$ cat src/rtl/hx8352_bus_driver.sv
// ============================================================================
// Module   : hx8352_bus_driver
// Purpose  : 16-bit 8080-style parallel bus master for the HX8352 LCD
//            controller: one write or read cycle per request, strobe timing
//            set by parameters.
// Revision : 1.0 - initial release
// ============================================================================
`default_nettype none

module hx8352_bus_driver #(
    parameter int WR_LOW_CYCLES  = 2,
    parameter int WR_HIGH_CYCLES = 2,
    parameter int RD_LOW_CYCLES  = 8,
    parameter int RD_HIGH_CYCLES = 4
) (
    input  logic        clk,
    input  logic        rst,
    input  logic        bus_step,
    input  logic        bus_read,
    input  logic        command_or_data,
    input  logic [15:0] data_to_write,
    output logic        bus_done,
    output logic        bus_busy,
    output logic [15:0] read_data,
    output logic        lcd_rs,
    output logic        lcd_wr_n,
    output logic        lcd_rd_n,
    output logic [15:0] lcd_db_out,
    output logic        lcd_db_oe,
    input  logic [15:0] lcd_db_in
);

    // Zero or negative cycle counts collapse to the shortest legal phase.
    localparam int c_WR_LOW  = (WR_LOW_CYCLES  < 1) ? 1 : WR_LOW_CYCLES;
    localparam int c_WR_HIGH = (WR_HIGH_CYCLES < 1) ? 1 : WR_HIGH_CYCLES;
    localparam int c_RD_LOW  = (RD_LOW_CYCLES  < 1) ? 1 : RD_LOW_CYCLES;
    localparam int c_RD_HIGH = (RD_HIGH_CYCLES < 1) ? 1 : RD_HIGH_CYCLES;

    localparam logic [15:0] c_WR_LOW_M1  = 16'(c_WR_LOW  - 1);
    localparam logic [15:0] c_WR_HIGH_M1 = 16'(c_WR_HIGH - 1);
    localparam logic [15:0] c_RD_LOW_M1  = 16'(c_RD_LOW  - 1);
    localparam logic [15:0] c_RD_HIGH_M1 = 16'(c_RD_HIGH - 1);

    typedef enum logic [2:0] {
        IDLE        = 3'd0,
        SETUP       = 3'd1,
        STROBE_LOW  = 3'd2,
        STROBE_HIGH = 3'd3,
        DONE        = 3'd4
    } state_t;

    state_t      r_state;
    logic [15:0] r_cnt;
    logic        r_is_read;

    always_ff @(posedge clk or posedge rst) begin
        if (rst) begin
            r_state    <= IDLE;
            r_cnt      <= 16'd0;
            r_is_read  <= 1'b0;
            bus_done   <= 1'b0;
            bus_busy   <= 1'b0;
            read_data  <= 16'h0000;
            lcd_rs     <= 1'b0;
            lcd_wr_n   <= 1'b1;
            lcd_rd_n   <= 1'b1;
            lcd_db_out <= 16'h0000;
            lcd_db_oe  <= 1'b0;
        end else begin
            bus_done <= 1'b0;
            case (r_state)
                IDLE: begin
                    // A write request takes priority over a simultaneous read.
                    if (bus_step || bus_read) begin
                        r_is_read <= ~bus_step;
                        lcd_rs    <= command_or_data;
                        bus_busy  <= 1'b1;
                        r_state   <= SETUP;
                        if (bus_step) begin
                            lcd_db_out <= data_to_write;
                            lcd_db_oe  <= 1'b1;
                        end else begin
                            lcd_db_oe  <= 1'b0;
                        end
                    end
                end
                SETUP: begin
                    r_state <= STROBE_LOW;
                    if (r_is_read) begin
                        lcd_rd_n <= 1'b0;
                        r_cnt    <= c_RD_LOW_M1;
                    end else begin
                        lcd_wr_n <= 1'b0;
                        r_cnt    <= c_WR_LOW_M1;
                    end
                end
                STROBE_LOW: begin
                    if (r_cnt == 16'd0) begin
                        lcd_wr_n <= 1'b1;
                        lcd_rd_n <= 1'b1;
                        r_state  <= STROBE_HIGH;
                        if (r_is_read) begin
                            read_data <= lcd_db_in;
                            r_cnt     <= c_RD_HIGH_M1;
                        end else begin
                            r_cnt     <= c_WR_HIGH_M1;
                        end
                    end else begin
                        r_cnt <= r_cnt - 16'd1;
                    end
                end
                STROBE_HIGH: begin
                    if (r_cnt == 16'd0) begin
                        r_state   <= DONE;
                        bus_done  <= 1'b1;
                        lcd_db_oe <= 1'b0;
                    end else begin
                        r_cnt <= r_cnt - 16'd1;
                    end
                end
                DONE: begin
                    r_state  <= IDLE;
                    bus_busy <= 1'b0;
                end
                default: begin
                    r_state <= IDLE;
                end
            endcase
        end
    end

endmodule

`default_nettype wire

$ cat config.mk
export PLATFORM = sky130hd
export DESIGN_NAME = hx8352_bus_driver
export DESIGN_NICKNAME = d
export VERILOG_FILES = /design/src/rtl/hx8352_bus_driver.sv
export SDC_FILE = /design/constraint.sdc
export NUM_CORES = 1
export LEC_CHECK = 0
export CAP_MARGIN = 20
export CORE_MARGIN = 4
export CORE_UTILIZATION = 40
export DETAILED_ROUTE_END_ITERATION = 12
export PLACE_DENSITY = 0.69
export SETUP_SLACK_MARGIN = 0.1
export SLEW_MARGIN = 15
export SYNTH_ARGS = -nofsm -noshare
export SYNTH_HDL_FRONTEND = slang
export SYNTH_SLANG_ARGS = --single-unit
$ cat constraint.sdc
create_clock -name clk -period 3.1 [get_ports clk]
set_input_delay 0.93 -clock clk [delete_from_list [all_inputs] [get_ports clk]]
set_output_delay 0.93 -clock clk [all_outputs]
set_load 0.1 [all_outputs]
==> results_dict.tcl <==
set metrics [dict create \
    critPathMaxStageDelay_ns 0.60 \
    synth_area_leaders "dfrtp_1 52%, mux2_2 9.7%, mux2_4 5.6%, a21oi_1 2.6%, dfstp_2 2.0%" \
    clock_latency_ns 0.34 \
    rows 29 \
    port_buffers 74 \
    min_to "bus_busy" \
    hold_start "bus_busy" \
    cts_buffers 9 \
    netlist_area_um2 2680 \
    wl_per_cell_um 16.3 \
    yosys.area.top_type "dfrtp_1" \
    hold_path_class "register to register" \
    synth_edf_count 0 \
    diodes 0 \
    rrSetupSlack_ns 0.30 \
    finalSetupViolations 0 \
    clk_pin_slew_ns 0.07 \
    hold_depth 2 \
    area_growth_syn_to_layout_pct 34.4 \
    start_util 0.417 \
    status "finished clean" \
    place_inst 369 \
    drt-pass1-iter-count 4 \
    critical_path_class "register to register" \
    layout_min_cycle_time_ns 2.80 \
    track_usage 0.162 \
    cts_setup_buffers 0 \
    ys_ff_latch 58 \
    synthArstFlopShare 1.00 \
    crit_fanout 16 \
    synth_area_per_cell_um2 11.8 \
    synthDistinctLibCells 46 \
    period_share 0.902 \
    grt_pass1_wl_mm 10.6 \
    yosys.area.top_type_share 0.524 \
    reg2reg_from "r_cnt[0]" \
    cts_tree "done" \
    drv_slew 0 \
    ios 75 \
    hpwlAfterDp_mm 4.54 \
    finalHoldViolations 0 \
    start_kind "register" \
    vias 2012 \
    cts_hold_buf 0 \
    drive_gt1_frac 0.332 \
    critical_path.endpoint_type "register" \
    syn_nets 265 \
    yosys_most_used_dff "dfrtp_1" \
    yosysWarnings 0 \
    worstPathRequired_ns 3.32 \
    htreeDepth 3 \
    drtAntennaViolNets 0 \
    antenna_found_initial 0 \
    arrival_ns 3.02 \
    synth-seq-area-share 0.543 \
    cts_sinks 58 \
    finClkSkew_ns 0.0129 \
    synthCells 226 \
    max_freq_mhz 357 \
    slew_headroom 0.543 \
    critPathMostFrequentCell "or4_4" \
    layout_common_cells "56 x dfrtp_1, 43 x buf_4, 36 x clkdlybuf4s50_1" \
    drc 0 \
    r2r_cells 6 \
    worst_pin_slew_ns 0.668 \
    crit_slowest_cell "or4_4" \
    power_density_nw_per_um2 1160 \
    die_area_um2 8060 \
    clk_path_buf_depth 2 \
    leakagePower_uw 0.00164 \
    path_cells "inv_1, ha_1, or3b_2, or4_4, or4_4, mux2_4" \
    vias_per_cell 5.24 \
    die_w_um 89.8 \
    ctsRootBufferMaster "clkbuf_8" \
    overflow 0 \
    peakVddDrop_uv 765 \
    cts_resized 0 \
    grt_pass1_vias 2081 \
    grt_max_degree 35 \
    nNetsFinal 342 \
    die_y_um 89.8 \
    mostFrequentLayoutCell "dfrtp_1" \
    setup_tns_ns 0 \
    stdcell_count 384 \
    drt_iter0_markers 83 \
    placeableCoreArea_um2 6420 \
    routabilityCongestion 0.866 \
    cap_violations 0 \
    rsz0062_at_grt "false" \
    rr_endpoint "read_data[7]" \
    wl_mm 6.28 \
]
## worst max-delay path, delay by kind of cell, from the launching register on
| family | cells | cell delay, ns |
|---|---|---|
| AND/OR/NAND/NOR | 3 | 1.65 |
| flip-flops | 1 | 0.40 |
| adder cells (fa/ha/maj) | 1 | 0.15 |
| multiplexers | 1 | 0.35 |
| buffers and inverters | 1 | 0.13 |
## logic make-up (layout without fill, tap and decap cells)
logic type | Yosys count | count (layout) | share of synthesized area
and+or+nand+nor | 65 | 65 | 0.132
AOI/OAI and AO/OA | 41 | 41 | 0.103
DFF | 58 | 58 | 0.543
xor gates and xnor gates | 5 | 5 | 0.0164
buffers and inverters | 22 | 103 | 0.0430
muxes | 33 | 33 | 0.153
adders and majority gates | 2 | 2 | 0.00935
## layer usage
layer | GRT usage | up-vias | part of all wire
met5 | 0 | - | 0
met3 | 0.0326 | 8 | 0.043
li1 | - | 973 | -
met4 | 0.0805 | 0 | 0.018
met1 | 0.209 | 984 | 0.44
met2 | 0.259 | 47 | 0.50
## how the worst max path moves through the flow
stage	startpoint	endpoint	cells past startpoint
global placement	r_cnt[9]	read_data[13]	4
floorplan	r_cnt[0]	read_data[10]	9
CTS	r_cnt[9]	read_data[7]	4
detailed placement	r_cnt[9]	read_data[4]	4
global route	r_cnt[9]	read_data[7]	4
finish	r_cnt[0]	read_data[7]	6
## stage by stage
| stage | hold slack [ns] | util | cell area [um^2] | setup slack [ns] | power (uW) |
|---|---|---|---|---|---|
| 4_1_cts | 0.485 | 0.560 | 3600 | 0.302 | 4200 |
| 6_report | 0.478 | 0.560 | 3600 | 0.302 | 4180 |
| 5_1_grt | 0.516 | 0.560 | 3600 | 0.242 | 4370 |
| 3_5_place_dp | 0.473 | 0.528 | 3390 | 0.311 | 3450 |
| 2_1_floorplan | 0.442 | - | 2680 | 0.289 | 2970 |
| 3_3_place_gp | 0.465 | 0.528 | 3390 | 0.355 | 3430 |
## where the power goes
group	total [uW]	internal [uW]	switching (uW)
combinational	2160	569	1590
clock	747	443	303
sequential	1280	1030	246
total	4180	2040	2140
## state kept, by name, summed over array words and instances, names as in the netlist
name        flops
lcd_wr_n        1
lcd_db_out     16
bus_done        1
r_cnt          16
bus_busy        1
lcd_rd_n        1
r_state         3
lcd_db_oe       1
lcd_rs          1
r_is_read       1
read_data      16
## final cells by class
type | count | area (um^2)
clock inverter | 6 | 82.6
fill | 541 | 2830
multi-input combinational | 146 | 1110
timing repair buffer | 80 | 703
inverter | 8 | 30.0
tap | 77 | 96.3
sequential | 58 | 1450
clock buffer | 9 | 124
## cells in the mapped netlist (all sizes together) (2+ instances only)
cell,n
a211oi,3
mux2,33
nand3,6
a21oi,14
nand2,14
inv,8
or4,6
dfstp,2
o21ai,5
xnor2,5
o31ai,4
nor3,6
o41ai,2
nor4,5
ha,2
or3,4
nor2,12
buf,7
a21o,2
nand4,2
clkbuf,7
dfrtp,56
and2,2
nand2b,2
Power figures use the tool's default switching activity.
